File: src/rtl/shift_pkg.sv
// Shared definitions for the multi-step shift controller.
//   - Op-code constants for the single-step shifter.
//   - FSM state encoding of shift_sequencer.
//   - Default datapath width and shift-amount width.
package shift_pkg;

    localparam int DEF_W  = 16;
    localparam int DEF_AW = 4;

    localparam logic [1:0] SH_NONE  = 2'b00;
    localparam logic [1:0] SH_LEFT  = 2'b01;
    localparam logic [1:0] SH_RIGHT = 2'b10;
    localparam logic [1:0] SH_ASR   = 2'b11;

    typedef enum logic [1:0] {
        ST_IDLE  = 2'd0,
        ST_SHIFT = 2'd1,
        ST_DONE  = 2'd2
    } state_e;

endpackage

File: src/rtl/shifter.sv
// Single-step combinational shifter.
//   in    : W-bit operand
//   shift : 00 pass, 01 left logical, 10 right logical, 11 right arithmetic
//   sout  : operand shifted by at most one position
module shifter
    import shift_pkg::*;
#(
    parameter int W = DEF_W
) (
    input  logic [W-1:0] in,
    input  logic [1:0]   shift,
    output logic [W-1:0] sout
);

    always_comb begin
        sout = in;
        case (shift)
            SH_LEFT:  sout = {in[W-2:0], 1'b0};
            SH_RIGHT: sout = {1'b0, in[W-1:1]};
            SH_ASR:   sout = {in[W-1], in[W-1:1]};
            default:  sout = in;
        endcase
    end

endmodule

File: src/rtl/shift_sequencer.sv
// Variable-amount shift controller built on the single-step shifter.
// A command (start in IDLE) latches din/op/amount; one shifter step is
// applied per clock on the accumulator, and done pulses for one cycle
// with dout valid.
//
// Handshake: start is a one-cycle request honoured only while busy=0;
// a request seen while busy=1 is dropped, never queued. done is a
// one-cycle completion pulse and dout holds until the next completion.
//
// Ports:
//   clk, reset : clock and synchronous active-high reset
//   start      : command strobe (sampled in IDLE only)
//   din, op    : operand and shift type
//   amount     : number of positions to shift
//   dout       : result register
//   done       : one-cycle completion pulse
//   busy       : high whenever the FSM is not IDLE
//   state_dbg  : current FSM state, for observation
module shift_sequencer
    import shift_pkg::*;
#(
    parameter int W  = DEF_W,
    parameter int AW = DEF_AW
) (
    input  logic          clk,
    input  logic          reset,
    input  logic          start,
    input  logic [W-1:0]  din,
    input  logic [1:0]    op,
    input  logic [AW-1:0] amount,
    output logic [W-1:0]  dout,
    output logic          done,
    output logic          busy,
    output logic [1:0]    state_dbg
);

    state_e        state_q;
    logic [W-1:0]  acc_q;
    logic [W-1:0]  acc_d;
    logic [1:0]    op_q;
    logic [AW-1:0] cnt_q;
    logic [W-1:0]  dout_q;
    logic          done_q;

    shifter #(.W(W)) u_shifter (
        .in    (acc_q),
        .shift (op_q),
        .sout  (acc_d)
    );

    always_ff @(posedge clk) begin
        if (reset) begin
            state_q <= ST_IDLE;
            acc_q   <= '0;
            op_q    <= SH_NONE;
            cnt_q   <= '0;
            dout_q  <= '0;
            done_q  <= 1'b0;
        end else begin
            done_q <= 1'b0;
            case (state_q)
                ST_IDLE: begin
                    if (start) begin
                        acc_q <= din;
                        op_q  <= op;
                        cnt_q <= amount;
                        // Nothing to shift: publish the operand directly.
                        if (amount == '0 || op == SH_NONE) begin
                            dout_q  <= din;
                            done_q  <= 1'b1;
                            state_q <= ST_DONE;
                        end else begin
                            state_q <= ST_SHIFT;
                        end
                    end
                end
                ST_SHIFT: begin
                    acc_q <= acc_d;
                    cnt_q <= cnt_q - AW'(1);
                    // Last step: take the shifter output straight into dout
                    // so the result is visible in the DONE cycle.
                    if (cnt_q == AW'(1)) begin
                        dout_q  <= acc_d;
                        done_q  <= 1'b1;
                        state_q <= ST_DONE;
                    end
                end
                ST_DONE: begin
                    state_q <= ST_IDLE;
                end
                default: begin
                    state_q <= ST_IDLE;
                end
            endcase
        end
    end

    assign dout      = dout_q;
    assign done      = done_q;
    assign busy      = (state_q != ST_IDLE);
    assign state_dbg = state_q;

endmodule

File: config.mk
export PLATFORM = sky130hd
export DESIGN_NAME = shift_sequencer
export DESIGN_NICKNAME = d
export VERILOG_FILES = /design/src/rtl/shift_pkg.sv /design/src/rtl/shifter.sv /design/src/rtl/shift_sequencer.sv
export SDC_FILE = /design/constraint.sdc
export NUM_CORES = 1
export LEC_CHECK = 0
export CAP_MARGIN = 25
export CORE_MARGIN = 5
export CORE_UTILIZATION = 30
export DETAILED_ROUTE_END_ITERATION = 8
export GPL_TIMING_DRIVEN = 0
export REMOVE_ABC_BUFFERS = 1
export SYNTH_ARGS = -nofsm -noshare
export SYNTH_HDL_FRONTEND = slang
export SYNTH_SLANG_ARGS = --single-unit
File: constraint.sdc
create_clock -name clk -period 2.2 [get_ports clk]
set_input_delay 0.33 -clock clk [delete_from_list [all_inputs] [get_ports clk]]
set_output_delay 0.33 -clock clk [all_outputs]
set_load 0.02 [all_outputs]
==> flow_metrics.tcl, run 1 <==
set metrics [dict create \
    drive_gt1_frac 0.1133 \
    grt_pass1_wl_um 9432 \
    status "completed" \
    route.top_layer_used "met4" \
    period_share 0.9038 \
    slew_headroom 0.4509 \
    cts_tree "done" \
    vias 2003 \
    p_total_uw 1993 \
    yosysWarnings 0 \
    drtIter0Drc 68 \
    cp.required_ns 2.39 \
    yosysTopAreaCellShare 0.3608 \
    setup_viol 0 \
    clk_pin_slew_ns 0.08 \
    ys_seq_area_frac 0.3608 \
    post-route-min-period_ns 1.988 \
    detail_route.wirelength_um 5627 \
    cp-end-kind "flip-flop" \
    grt_usage 0.1184 \
    antenna_found_initial 0 \
    postCtsHoldBufs 0 \
    path_delay_family "flip-flops" \
    holdWs_ns 0.4613 \
    fmax_mhz 502.9 \
    cts_root_buffer "clkbuf_8" \
    slew_violations 0 \
    cp_slowest_cell "dfxtp_1" \
    syn_area_um2 2275 \
    wl_per_cell_um 14.10 \
    die_x_um 97.08 \
    routabilityCongestion 0.7618 \
    htreeDepth 2 \
    finalHoldViolations 0 \
    syn_area_per_cell_um2 8.649 \
    dieArea_um2 9424 \
    hpwl_um 3909 \
    tightest_slew_ns 0.8226 \
    cap_violations 0 \
    area_growth_pct 28.88 \
    drtPass1Iterations 4 \
    path_class "reg2reg" \
    via_per_inst 5.020 \
    grt_pass1_vias 2004 \
    core_um2 7331 \
    wl_met1_um 2769 \
    cp_data_arrival_time_ns 2.18 \
    rows 31 \
    finClkSkew_ns 0.01032 \
    ys_top_cells_by_area "dfxtp_1 36%, mux2i_1 7.9%, nand2_1 6.6%" \
    ios 45 \
    antenna_cells 0 \
    wl_met2_um 2563 \
    wl_met3_um 269 \
    start_util 0.3103 \
    gr-total-overflow 0 \
    ys_seq_elements 41 \
    grt_max_degree 27 \
    rsz0062_at_grt "no" \
    peakVddDrop_mv 0.3263 \
    cts_made_buffers 5 \
    crit_fanout 18 \
    cts.sink_count 41 \
    fin_nets 326 \
    crit_chain "mux2_1 -> a221oi_2 -> a2111oi_0 -> a31o_1" \
    drc 0 \
    ant_nets 0 \
    io_buffers 44 \
    synth_cell_types 39 \
    clk_latency_ns 0.29 \
    synthCells 263 \
    cp_slowest_stage_delay_ns 0.86 \
    cp-start-kind "flip-flop" \
    die_height_um 97.08 \
    pwr_density_cell_nw_per_um2 679.8 \
    clk_path_buf_depth 2 \
    path_buf_inv 0 \
    leakage_uw 0.001088 \
    synth_top_cell_by_area "dfxtp_1" \
    min_path_type "reg2reg" \
]
[cell families after synthesis]
| logic type | after synthesis | share of synthesized area |
|---|---|---|
| multiplexers | 32 | 0.1485 |
| AND/OR/NAND/NOR | 110 | 0.2327 |
| adder cells (fa/ha/maj) | 2 | 0.01100 |
| AO/OA/AOI/OAI | 53 | 0.1870 |
| flip-flops | 41 | 0.3608 |
| buffers and inverters | 25 | 0.05995 |
[metal layers]
metal / vias to the layer above / track usage
met4: 0 / 0.03240
li1: 1021 / -
met5: - / 0
met3: 3 / 0.02872
met1: 934 / 0.1491
met2: 45 / 0.2012
[registers in the layout, indices dropped and copies added (netlist names)]
name / count
state_dbg: 2
dout: 16
cnt_q: 4
op_q: 2
done: 1
acc_q: 16
[cells in the final DEF, fill, tap and decap left out, types with 2 or more instances in the layout]
master,instances
a211oi_1,5
a21boi_0,2
a21o_1,4
a21oi_1,6
a311oi_1,13
a31o_1,11
and2_1,10
and4b_1,4
buf_16,2
buf_4,4
clkbuf_8,6
clkdlybuf4s50_1,44
dfxtp_1,39
dfxtp_2,2
ha_1,2
inv_1,3
mux2_1,3
mux2_2,11
mux2i_1,18
nand2_1,40
nand2b_1,2
nand3_1,14
nor2_1,28
nor3_1,4
o211ai_1,3
or2_1,2
[through the flow]
step | setup TNS, ns | area [um2] | util | setup WS, ns | std cells
global placement | -30.98 | 2718 | 0.3707 | -1.218 | 385
global route | 0 | 2932 | 0.3999 | 0.08383 | 399
floorplan | 0 | 2153 | - | 0.03498 | 242
detailed placement | -4.216 | 2783 | 0.3796 | -0.3433 | 388
CTS | 0 | 2903 | 0.3960 | 0.04452 | 396
finish | 0 | 2932 | 0.3999 | 0.2117 | 399
[final cells by class]
cell class	instances	area (um2)
fillers	749	4399
multi-input cells	197	1326
flip-flops and latches	41	823.3
repair buffers	50	525.5
well taps	99	123.9
clock buffers	7	86.33
clock inverters	1	30.03
inverters	4	16.27
[worst reg2reg max path: cells and delay by family (launching register included)]
kind	cells	cell delay, ns
flops	1	0.86
compound gates	3	0.63
mux	1	0.41
[Yosys cell counts]
library cell,count
nand3_1,14
inv_1,3
a2111oi_0,1
clkbuf_1,4
or2_1,2
buf_4,4
nand2b_1,3
nor3_1,4
a21o_1,4
mux2i_1,18
nor3b_4,1
o21ai_1,1
a311oi_1,13
buf_1,1
mux2_1,3
and2_1,10
and4b_1,4
o221a_1,1
clkinv_1,1
nor2b_1,1
o211a_1,1
a32oi_1,1
a31o_1,11
a21boi_0,2
a31oi_1,1
dfxtp_1,41
nor4_2,1
nor2_1,29
buf_6,2
mux2_2,11
buf_2,10
a211oi_1,5
o211ai_1,3
a221oi_2,1
and2b_2,1
a221o_1,1
nand2_1,40
a21oi_1,7
ha_1,2
[where the power goes]
part | internal (uW) | leakage, uW | total (uW) | switching [uW]
Clock | 370 | 0.0000585 | 634 | 264
Sequential | 810 | 0.000338 | 887 | 76.8
Combinational | 244 | 0.000691 | 472 | 228
[worst paths after layout]
path / depth (start not counted) / slack, ns / endpoint / start
max reg2reg: 4 / 0.21 / dout[14] / op_q[0]
min reg2reg: 2 / 0.46 / dout[2] / dout[2]
max: 4 / 0.21 / dout[14] / op_q[0]
min: 2 / 0.46 / dout[2] / dout[2]
[what timing repair did]
action	CTS	global route
setup buffers	0	3
gates resized for setup	2	3
endpoints found under the hold margin	0	0
endpoints found under the setup margin	2	9
Power figures use the tool's default switching activity.
==> run 2, diff against run 1 <==
- CORE_ASPECT_RATIO: not set -> 1.2
==> run 2 against run 1 <==
Net effect: clock power is 0.6% higher; highest routed layer unchanged; sequential share of layout area is 0.077 points higher; sequential cell count stayed put; clock skew is 0.0012 ns higher; count of clock-buffer cells in the layout stayed put; power is 0.20% higher; combinational power hardly changed; maximum frequency is 4.0% lower; sequential power hardly changed; register-to-register slack better by 0.06 ns.
==> flow_metrics.tcl, run 2 (same netlist as run 1, synthesis figures left out) <==
set metrics [dict create \
    status "completed" \
    die_x_um 89.49 \
    rows 34 \
    post-route-min-period_ns 2.071 \
    peakVddDrop_mv 0.3706 \
    routabilityCongestion 0.7200 \
    cp-start-kind "flip-flop" \
    crit_chain "or2_1 -> clkdlybuf4s50_1" \
    cap_violations 0 \
    p_int_uw 1424 \
    io_buffers 44 \
    clkPwrFrac 0.319 \
    setup_slack_ns 0.1288 \
    area_growth_pct 28.33 \
    ios 45 \
    gr-usage-met2 0.2028 \
    min_path_type "reg2reg" \
    finClkSkew_ns 0.01152 \
    dp_slack_ns -0.4207 \
    clk_pin_slew_ns 0.08 \
    vias 2007 \
    core_um2 7317 \
    tightest_slew_ns 0.7912 \
    final_common_cell "clkdlybuf4s50_1" \
    drtIter0Drc 77 \
    hpwl_um 4013 \
    clk_path_buf_depth 2 \
    die_height_um 105.4 \
    power_frac_comb 0.237 \
    grt_use_met1 0.1576 \
    reg2reg_from "op_q[0]" \
    ant_nets 0 \
    period_share 0.9415 \
    rsz0062_at_grt "no" \
    drtPass1Iterations 7 \
    cp_data_arrival_time_ns 1.74 \
    path_buf_inv 1 \
    gr-total-overflow 0 \
    grt_pass1_vias 1939 \
    antenna_cells 0 \
    cp_slowest_stage_delay_ns 0.65 \
    p_sw_uw 572.9 \
    crit_path_start "state_dbg[0]" \
    grt_usage 0.1229 \
    crit_fanout 17 \
    cts_tree "done" \
    fmax_mhz 482.8 \
    drc 0 \
    start_util 0.3109 \
    slew_violations 0 \
    cts_root_buffer "clkbuf_8" \
    wl_per_cell_um 14.67 \
    finalHoldViolations 0 \
    final_cell_mix "44 x clkdlybuf4s50_1, 40 x nand2_1, 40 x dfxtp_1" \
    htreeDepth 2 \
    fin_nets 326 \
    dieArea_um2 9431 \
    cts_made_buffers 5 \
    slew_headroom 0.4718 \
    drive_gt1_frac 0.1100 \
    setup_viol 0 \
    antenna_found_initial 0 \
    cts.sink_count 41 \
    worstHoldStart "dout[9]" \
    multiInputGateArea_um2 1326 \
    via_per_inst 5.146 \
    sw_frac_of_total 0.2869 \
    clk_latency_ns 0.29 \
    postCtsHoldBufs 0 \
    cp-end-kind "output pin" \
    seqPwrFrac 0.443 \
    path_delay_family "flip-flops" \
    reg2regPathDepth 4 \
    path_class "reg2out" \
    fill_cells 760 \
    grt_max_degree 24 \
    leakage_uw 0.001087 \
    final-seq-area_um2 822.0 \
    holdWs_ns 0.4615 \
    cp.required_ns 1.87 \
    grt_pass1_wl_um 9315 \
    pwr_density_cell_nw_per_um2 684.1 \
    crit_cells 2 \
    cp_slowest_cell "dfxtp_1" \
    grt.busiest_layer "met2" \
    p_total_uw 1997 \
    detail_route.wirelength_um 5721 \
    met3_usage 0.02576 \
    whs_path_depth 2 \
]
## run 2: cell types whose count changed in the layout (fill, tap and decap cells not counted)
cell	previous run	this run
dfxtp_2	2	1
dfxtp_1	39	40
## run 2: tightest hold or removal path, delay by kind of cell (launching register included)
kind             cells  cell delay, ns
AND/OR/NAND/NOR      1            0.05
multiplexers         1            0.05
flip-flops           1            0.31
## run 2: power groups by stage
stage / Clock (uW) / Combinational [uW] / Sequential (uW)
finish: 638 / 473 / 885
global route: 680 / 518 / 899
global placement: 0 / 443 / 901
detailed placement: 0 / 468 / 902
CTS: 654 / 470 / 886
floorplan: 0 / 262 / 908
## run 2: area by class of cell
type,instances,share of cell area
Inverter,4,0.005572
Timing Repair Buffer,50,0.1800
Tap cell,90,0.03858
Sequential cell,41,0.2816
Clock inverter,1,0.01029
Multi-Input combinational cell,197,0.4543
Clock buffer,7,0.02958
## run 2: per-layer routing
metal  up-vias  part of all wire
li1       1018                 -
met1       939              0.46
met2        42              0.48
met3         8             0.047
met4         0             0.011
met5         -                 0
## run 2: per-stage QoR
stage / util / std cells / setup TNS, ns / cell area [um2]
after floorplan: - / 242 / 0 / 2153
after global placement: 0.3699 / 376 / -31.43 / 2706
after detailed placement: 0.3788 / 379 / -4.812 / 2771
after CTS: 0.3952 / 387 / 0 / 2892
after global routing: 0.3989 / 390 / 0 / 2919
final: 0.3989 / 390 / 0 / 2919
## run 2: path summary, 6_finish.rpt
path	end	slack, ns
max	busy	0.13
min	dout[9]	0.46
max reg2reg	dout[14]	0.27
min reg2reg	dout[9]	0.46
## run 2: timing repair
item	in CTS	in global routing
setup endpoints to repair	2	9
resized for setup	2	2
buffers inserted	0	3
pin swaps	0	0
